==> src/rtl/pipe_pkg.sv <==
// Shared helpers for the elastic pipeline chain: width math and stage indices.
package pipe_pkg;

  localparam int unsigned STAGE_IN = 0;

  function automatic int unsigned clog2(input int unsigned value);
    int unsigned r;
    r = 0;
    for (int unsigned v = 1; v < value; v = v << 1) begin
      r = r + 1;
    end
    return r;
  endfunction

  // Bits needed to count every entry the chain can hold, including zero.
  function automatic int unsigned occ_width(input int unsigned depth, input int unsigned skid);
    return clog2(depth * (1 + skid) + 1);
  endfunction

  function automatic int unsigned stage_out(input int unsigned depth);
    return depth - 1;
  endfunction

endpackage

==> src/rtl/pipe_stage_elastic.sv <==
// One elastic stage: main register plus optional skid register under valid/ready,
// with a flush that kills held items but still accepts an incoming one.
module pipe_stage_elastic #(
  parameter int unsigned           WIDTH     = 32,
  parameter int unsigned           SKID      = 1,
  parameter logic [WIDTH-1:0]      RESET_VAL = '0
) (
  input  logic             clk,
  input  logic             rst,
  input  logic             flush,
  input  logic             up_valid,
  output logic             up_ready,
  input  logic [WIDTH-1:0] up_data,
  output logic             dn_valid,
  input  logic             dn_ready,
  output logic [WIDTH-1:0] dn_data,
  output logic [1:0]       count
);

  logic             main_v;
  logic [WIDTH-1:0] main_d;
  logic             up_fire;
  logic             dn_fire;

  // A flushed stage presents nothing downstream, so no item leaves it this cycle.
  assign dn_valid = main_v & ~flush;
  assign dn_data  = main_d;
  assign up_fire  = up_valid & up_ready;
  assign dn_fire  = dn_valid & dn_ready;

  if (SKID != 0) begin : g_skid
    logic             skid_v;
    logic [WIDTH-1:0] skid_d;

    assign up_ready = ~skid_v;
    assign count    = {1'b0, main_v} + {1'b0, skid_v};

    always_ff @(posedge clk) begin
      if (rst) begin
        main_v <= 1'b0;
        skid_v <= 1'b0;
        main_d <= RESET_VAL;
        skid_d <= RESET_VAL;
      end else if (flush) begin
        main_v <= up_fire;
        skid_v <= 1'b0;
        if (up_fire) main_d <= up_data;
      end else if (dn_fire && skid_v) begin
        main_d <= skid_d;
        skid_v <= 1'b0;
      end else if (dn_fire) begin
        main_v <= up_fire;
        if (up_fire) main_d <= up_data;
      end else if (up_fire && !main_v) begin
        main_v <= 1'b1;
        main_d <= up_data;
      end else if (up_fire) begin
        skid_v <= 1'b1;
        skid_d <= up_data;
      end
    end
  end else begin : g_noskid
    // Ready ripples combinationally from the output back through every stage.
    assign up_ready = ~main_v | dn_ready;
    assign count    = {1'b0, main_v};

    always_ff @(posedge clk) begin
      if (rst) begin
        main_v <= 1'b0;
        main_d <= RESET_VAL;
      end else if (up_fire) begin
        main_v <= 1'b1;
        main_d <= up_data;
      end else if (dn_fire || flush) begin
        main_v <= 1'b0;
      end
    end
  end

endmodule

==> src/rtl/pipe_chain_elastic.sv <==
// Chain of DEPTH elastic stages with per-stage flush and a registered occupancy count.
module pipe_chain_elastic
  import pipe_pkg::*;
#(
  parameter int unsigned      WIDTH     = 32,
  parameter int unsigned      DEPTH     = 3,
  parameter int unsigned      SKID      = 1,
  parameter logic [WIDTH-1:0] RESET_VAL = '0,
  localparam int unsigned     OCC_W     = occ_width(DEPTH, SKID)
) (
  input  logic             clk,
  input  logic             rst,
  input  logic             in_valid,
  output logic             in_ready,
  input  logic [WIDTH-1:0] in_data,
  output logic             out_valid,
  input  logic             out_ready,
  output logic [WIDTH-1:0] out_data,
  input  logic [DEPTH-1:0] flush,
  output logic [OCC_W-1:0] occupancy
);

  localparam int unsigned LAST = stage_out(DEPTH);

  logic [1:0]       stage_cnt [DEPTH];
  logic [OCC_W-1:0] killed;
  logic             in_fire;
  logic             out_fire;

  for (genvar i = 0; i < DEPTH; i++) begin : g_stage
    logic             up_v;
    logic             up_r;
    logic [WIDTH-1:0] up_d;
    logic             dn_v;
    logic             dn_r;
    logic [WIDTH-1:0] dn_d;

    if (i == STAGE_IN) begin : g_head
      assign up_v = in_valid;
      assign up_d = in_data;
    end else begin : g_link
      assign up_v = g_stage[i-1].dn_v;
      assign up_d = g_stage[i-1].dn_d;
    end

    if (i == LAST) begin : g_tail
      assign dn_r = out_ready;
    end else begin : g_mid
      assign dn_r = g_stage[i+1].up_r;
    end

    pipe_stage_elastic #(
      .WIDTH     (WIDTH),
      .SKID      (SKID),
      .RESET_VAL (RESET_VAL)
    ) u_stage (
      .clk      (clk),
      .rst      (rst),
      .flush    (flush[i]),
      .up_valid (up_v),
      .up_ready (up_r),
      .up_data  (up_d),
      .dn_valid (dn_v),
      .dn_ready (dn_r),
      .dn_data  (dn_d),
      .count    (stage_cnt[i])
    );
  end

  // Handshake is held off at both ends while reset is asserted.
  assign in_ready  = g_stage[STAGE_IN].up_r & ~rst;
  assign out_valid = g_stage[LAST].dn_v & ~rst;
  assign out_data  = g_stage[LAST].dn_d;

  assign in_fire  = in_valid & in_ready;
  assign out_fire = out_valid & out_ready;

  always_comb begin
    killed = '0;
    for (int i = 0; i < DEPTH; i++) begin
      if (flush[i]) killed = killed + OCC_W'(stage_cnt[i]);
    end
  end

  always_ff @(posedge clk) begin
    if (rst) begin
      occupancy <= '0;
    end else begin
      occupancy <= occupancy + OCC_W'(in_fire) - OCC_W'(out_fire) - killed;
    end
  end

endmodule
==> config.mk <==
export PLATFORM = sky130hd
export DESIGN_NAME = pipe_chain_elastic
export DESIGN_NICKNAME = d
export VERILOG_FILES = /design/src/rtl/pipe_pkg.sv /design/src/rtl/pipe_stage_elastic.sv /design/src/rtl/pipe_chain_elastic.sv
export SDC_FILE = /design/constraint.sdc
export NUM_CORES = 1
export LEC_CHECK = 0
export ABC_CLOCK_PERIOD_IN_PS = 5060
export BUFFER_PORTS_ARGS = -buffer_cell sky130_fd_sc_hd__buf_4
export CAP_MARGIN = 30
export CORE_ASPECT_RATIO = 1.1
export CORE_MARGIN = 10
export CORE_UTILIZATION = 35
export CTS_CLUSTER_DIAMETER = 120
export CTS_CLUSTER_SIZE = 12
export DETAILED_ROUTE_END_ITERATION = 6
export SETUP_SLACK_MARGIN = 0.3
export SLEW_MARGIN = 10
export SYNTH_ARGS = -nofsm -noshare
export SYNTH_HDL_FRONTEND = slang
export SYNTH_SLANG_ARGS = --single-unit
==> constraint.sdc <==
create_clock -name clk -period 5.06 [get_ports clk]
set_input_delay 0.759 -clock clk [delete_from_list [all_inputs] [get_ports clk]]
set_output_delay 0.759 -clock clk [all_outputs]
set_load 0.02 [all_outputs]
== Yosys cells after proc, flatten, opt, wreduce, memory -nomap -nowiden ==
Index checks and enable logic that the tools add are counted.
Storage, ports and cells
  register bits: 201
  input port bits: 39
  output and inout bits: 37
  logic and storage cells: 108
Operators by class
  $add $sub $neg: 8
  equal/unequal tests: 3
  mux-type cells: 30
  bitwise operators: 27
  reduce and logical (&&, ||, !) cells: 27
Operator list (number)
  $mux 32: 15
  $not 1->1: 16
  $reduce_and 5->1: 3
  $mux 1: 12
  $reduce_bool 4->1: 3
  $and 1x1->1: 11
  $reduce_and 3->1: 3
  $reduce_bool 3->1: 3
  $reduce_or 3->1: 3
  $add 1x1->2: 3
  $add 3x2->3: 2
  $logic_and 1x1->1: 6
  $mux 3: 2
  $ne 2x2->1 const B: 3
  $reduce_and 2->1: 3
  $add 3x1->3: 1
  $logic_not 1->1: 3
  $sub 3x1->3: 1
  $sub 3x3->3: 1
  $mux 2: 1

== Logic depth before layout (Yosys ltp) ==
  depth after elaboration: 8
  gate-level depth with buffers: 14
  gate-level depth less buffers: 14

== Modules after synthesis ==
Synthesis repeated with hierarchy kept, for this count alone.
Second synthesis, totals
  cell total of the unflattened synthesis: 1073
  area, all modules: 10605.2 um^2
By module, submodules not included
  pipe_stage_elastic: times used 3, cells each 345, area each 3412.0 um^2, sequential area each 1321.3 um^2
  pipe_chain_elastic: times used 1, cells each 38, area each 369.1 um^2, sequential area each 60.1 um^2

== Worst setup path before layout ==
OpenSTA, ideal clock, no wires.
  path type: input -> register
  start: in flush[0]
  end: reg occupancy[2]
  setup time: 128 ps
  arrival time: 3757 ps
  required time: 4932 ps
  setup slack: 1175 ps
  stages: 13
  path buffers: 1
  path through: clkbuf_1 -> and2_1 -> fa_1 -> mux2i_1 -> fa_1 -> mux2i_1 -> fa_1 -> fa_1 -> inv_1 -> ha_1 -> xor2_1 -> xnor2_1 -> nor2_1
Between the ends
  word-level cells in the longest chain between the ends: 6
RTL lines
  start: declaration: RTL line pipe_chain_elastic.sv:19  | input logic [DEPTH-1:0] flush,
  $mux 2 *: RTL line pipe_chain_elastic.sv:81  | if (flush[i]) killed = killed + OCC_W'(stage_cnt[i]);
  $add 3x2->3: RTL line pipe_chain_elastic.sv:81
  $mux 3 *: RTL line pipe_chain_elastic.sv:81
  $add 3x2->3: RTL line pipe_chain_elastic.sv:81
  $mux 3 *: RTL line pipe_chain_elastic.sv:81
  $sub 3x3->3 *: RTL line pipe_chain_elastic.sv:89  | occupancy <= occupancy + OCC_W'(in_fire) - OCC_W'(out_fire) - killed;
  end signal: assignment: RTL line pipe_chain_elastic.sv:89
  end: declaration: RTL line pipe_chain_elastic.sv:20  | output logic [OCC_W-1:0] occupancy
Mark *: on every way between the ends. The rest lies on a longest branch, timed or not.
A chain may end at the register's enable or synchronous reset.

== Worst setup path after layout ==
  start: reg g_stage[0].u_stage.g_skid.skid_v
  end: reg occupancy[2]
Between the ends
  word-level cells in the longest chain between the ends: 7
  elaborated cells on any way between the ends: 12
  classes of those cells: 6 x add/sub; 3 x mux; 3 x bitwise
RTL lines
  start: declaration: RTL line pipe_stage_elastic.sv:32  | logic skid_v;
  start signal: assignment: RTL line pipe_stage_elastic.sv:41  | skid_v <= 1'b0;
  start signal: assignment: RTL line pipe_stage_elastic.sv:46  | skid_v <= 1'b0;
  start signal: assignment: RTL line pipe_stage_elastic.sv:50  | skid_v <= 1'b0;
  $add 1x1->2: RTL line pipe_stage_elastic.sv:36  | assign count = {1'b0, main_v} + {1'b0, skid_v};
  $mux 2: RTL line pipe_chain_elastic.sv:81
  $add 3x2->3: RTL line pipe_chain_elastic.sv:81
  $mux 3: RTL line pipe_chain_elastic.sv:81
  $add 3x2->3: RTL line pipe_chain_elastic.sv:81
  $mux 3: RTL line pipe_chain_elastic.sv:81
  $sub 3x3->3 *: RTL line pipe_chain_elastic.sv:89
Marked as above.

==> impl_metrics.py <==
metrics = {
    "run_status": {
        "result_of_the_run": "finished, final reports clean",
    },
    "global_routing": {
        "first_global_vias": 7301,
        "largest_net_degree_at_the_start_of_global_routing": 113,
        "overflow": 0,
        "grt_usage_pct": 14.04,
        "antenna_found_initial": 0,
        "grt_pass1_wl_um": 39990,
    },
    "sta": {
        "fin_worst_skew_ns": 0.006929,
        "maxSlewViolCount": 0,
        "clock.fmax_ghz": 0.2572,
        "finalCritPeriodShare_pct": 76.84,
        "rsz_0062_raised_after_global_routing": "false",
        "worst_pin_slew_ns": 1.003,
        "finalCriticalPeriod_ns": 3.888,
        "post_route_setup_tns_ns": 0,
        "final_count_of_negative_setup_slack_endpoints": 0,
        "max-slew-margin-rel_pct": 33.12,
        "final-hold-violation-count": 0,
    },
    "clock_network": {
        "cts-resized-gates": 0,
        "cts.hold.buffers_added": 0,
        "clk_path_buf_depth": 3,
        "tritoncts": "done",
        "htree_num_levels": 1,
        "tritoncts.num_buffers": 20,
        "clk_transition_reported_paths_ns": 0.06,
        "clkLatencyLatePin_ns": 0.50,
        "cts_sinks": 201,
        "postCtsSetupBuffers": 0,
        "clock_tree.root_cell": "clkbuf_16",
    },
    "final_layout": {
        "ff_latch_area_um2": 4024,
        "drive_above_1_share_pct": 13.74,
        "area.growth.synth_to_final_pct": 13.94,
        "multiInputGateArea_um2": 4923,
        "design.final.nets": 1220,
        "antenna_cells_inserted": 0,
        "finalCoreUtilization_pct": 40.67,
        "fillers": 2628,
        "postLayoutCellArea_um2": 10700,
    },
    "die": {
        "initial_core_util_pct": 35.70,
        "pin_count": 76,
        "width_of_the_die_um": 176.2,
        "die_h_um": 191.8,
        "fp.coreArea_um2": 26300,
        "die_area_um2": 33780,
        "rows": 62,
    },
    "routing": {
        "finalWirelength_um": 24210,
        "vias_per_cell": 5.154,
        "drtIter0Drc": 642,
        "avgRoutedWirePerCell_um": 15.89,
        "drt_pre_antenna_iters": 6,
        "remaining_drc_errors": 0,
        "vias": 7855,
        "ant_nets": 0,
    },
    "placed_design": {
        "detailedPlacementHpwl_um": 15410,
        "port_buffers": 75,
        "placed_area_um2": 10150,
        "globalplace.congestion": 0.7560,
    },
    "logic_synthesis": {
        "netlist_area_um2": 9388,
        "avgSynthCellArea_um2": 8.135,
        "postSynth.asyncResetShare_pct": 0,
        "synthCells": 1154,
        "synth.distinct_cells": 49,
        "synth_seq_cells": 201,
        "netlist.top_cell.by_area": "dfxtp_1",
        "synth_largest_type_area_fraction_pct": 42.86,
        "number_of_flops_mapped_to_enable_cells_by_yosys": 0,
        "yosysSeqAreaShare_pct": 42.86,
        "postSynthNetCount": 1202,
        "ys.warnings.count": 0,
        "synth_area_leaders": "dfxtp_1, nand2_1, a21oi_1",
        "yosys_most_used_dff": "dfxtp_1",
    },
    "worst_setup_path": {
        "critPathKind": "flop to flop",
        "start_kind": "flop",
        "end_kind": "flop",
        "crit_arrival_ns": 4.24,
        "cp_max_fanout": 9,
        "required_ns": 5.41,
    },
    "power_and_ir_drop": {
        "post_layout_total_power_uw": 3465,
        "power.density_nw_per_um2": 324.0,
        "ir_worst_vdd_mv": 0.1589,
        "power_leakage_uw": 0.003826,
    },
    "worst_hold_path": {
        "holdCritPathClass": "flop to flop",
    },
    "job": {
        "max_cap_viols": 0,
    },
}
==> logic make-up (layout without fill, tap and decap cells) <==
logic type | count (synthesis) | in the layout | synth area share, %
multiplexers | 36 | 36 | 3.865
adder cells (fa/ha/maj) | 9 | 9 | 1.519
buffers and inverters | 109 | 127 | 5.145
AND/OR/NAND/NOR | 509 | 509 | 23.39
flip-flops | 201 | 201 | 42.86
AO/OA/AOI/OAI | 286 | 286 | 22.84
XOR/XNOR | 4 | 4 | 0.3733
==> registers in the layout, indices dropped and copies added (netlist names) <==
register / flops
g_stage.u_stage.g_skid.skid_v: 3
occupancy: 3
g_stage.u_stage.dn_data: 96
g_stage.u_stage.g_skid.skid_d: 96
g_stage.u_stage.main_v: 3
==> path summary, 6_finish.rpt <==
path / start / end / slack (ns) / depth (start not counted)
setup / recovery: g_stage[0].u_stage.g_skid.skid_v / occupancy[2] / 1.17 / 13
hold / removal: g_stage[2].u_stage.g_skid.skid_d[25] / g_stage[2].u_stage.g_skid.skid_d[25] / 0.45 / 2
setup reg to reg: g_stage[0].u_stage.g_skid.skid_v / occupancy[2] / 1.17 / 13
hold reg to reg: g_stage[2].u_stage.g_skid.skid_d[25] / g_stage[2].u_stage.g_skid.skid_d[25] / 0.45 / 2
==> stage by stage <==
stage | worst slack (ns) | hold WS, ns | std cells
6_report | 1.172 | 0.4528 | 1524
3_5_place_dp | 1.013 | 0.4466 | 1500
4_1_cts | 1.156 | 0.4549 | 1522
3_3_place_gp | 1.083 | 0.4406 | 1499
5_1_grt | 0.9305 | 0.4662 | 1524
2_1_floorplan | 1.175 | 0.4360 | 1154
==> routing by layer <==
layer / vias to the layer above / global-route usage [%] / wire (um)
met1: 3647 / 20.24 / 12380
met3: 28 / 2.612 / 1269
met2: 145 / 21.04 / 10170
li1: 4035 / - / -
met4: 0 / 3.426 / 396
met5: - / 0 / 0
==> critical path: stages (launching register included) <==
cell and delay, ns:
dfxtp_1 0.47, ha_1 0.28, and2_1 0.20, fa_1 0.54, mux2i_1 0.10, fa_1 0.55, mux2i_1 0.08, fa_1 0.41
fa_1 0.50, inv_1 0.04, ha_1 0.20, xor2_1 0.18, xnor2_1 0.14, nor2_1 0.05
==> where the power goes <==
group / total, uW / switching, uW / internal [uW] / leakage (uW)
registers: 1730 / 78.7 / 1650 / 0.00164
clock network: 1320 / 591 / 729 / 0.000263
logic: 416 / 231 / 186 / 0.00192
total: 3470 / 900 / 2570 / 0.00383
==> cells in the mapped netlist (27+ instances only) <==
library cell    n
nand2_1       292
dfxtp_1       201
nor2_1        114
a21oi_1       104
clkbuf_1       70
a22oi_1        42
a311oi_1       35
and2_1         35
mux2i_1        34
a21o_1         32
a311oi_2       28
nand2b_1       27
==> layout by cell type (no fill, tap or decap), types with 32 or more instances in the layout <==
cell type / count
a21oi_1: 103
nand2_1: 292
a21o_1: 32
a311oi_1: 35
mux2i_1: 34
and2_1: 35
a22oi_1: 42
nor2_1: 111
buf_4: 92
dfxtp_1: 201
==> cell type report <==
class,count,share of cell area [%]
Multi-Input combinational cell,844,46.03
Sequential cell,201,37.62
Timing Repair Buffer,96,6.960
Clock buffer,21,4.913
Tap cell,352,4.117
Inverter,9,0.3158
Clock inverter,1,0.04679
(Power assumes the default switching activity.)
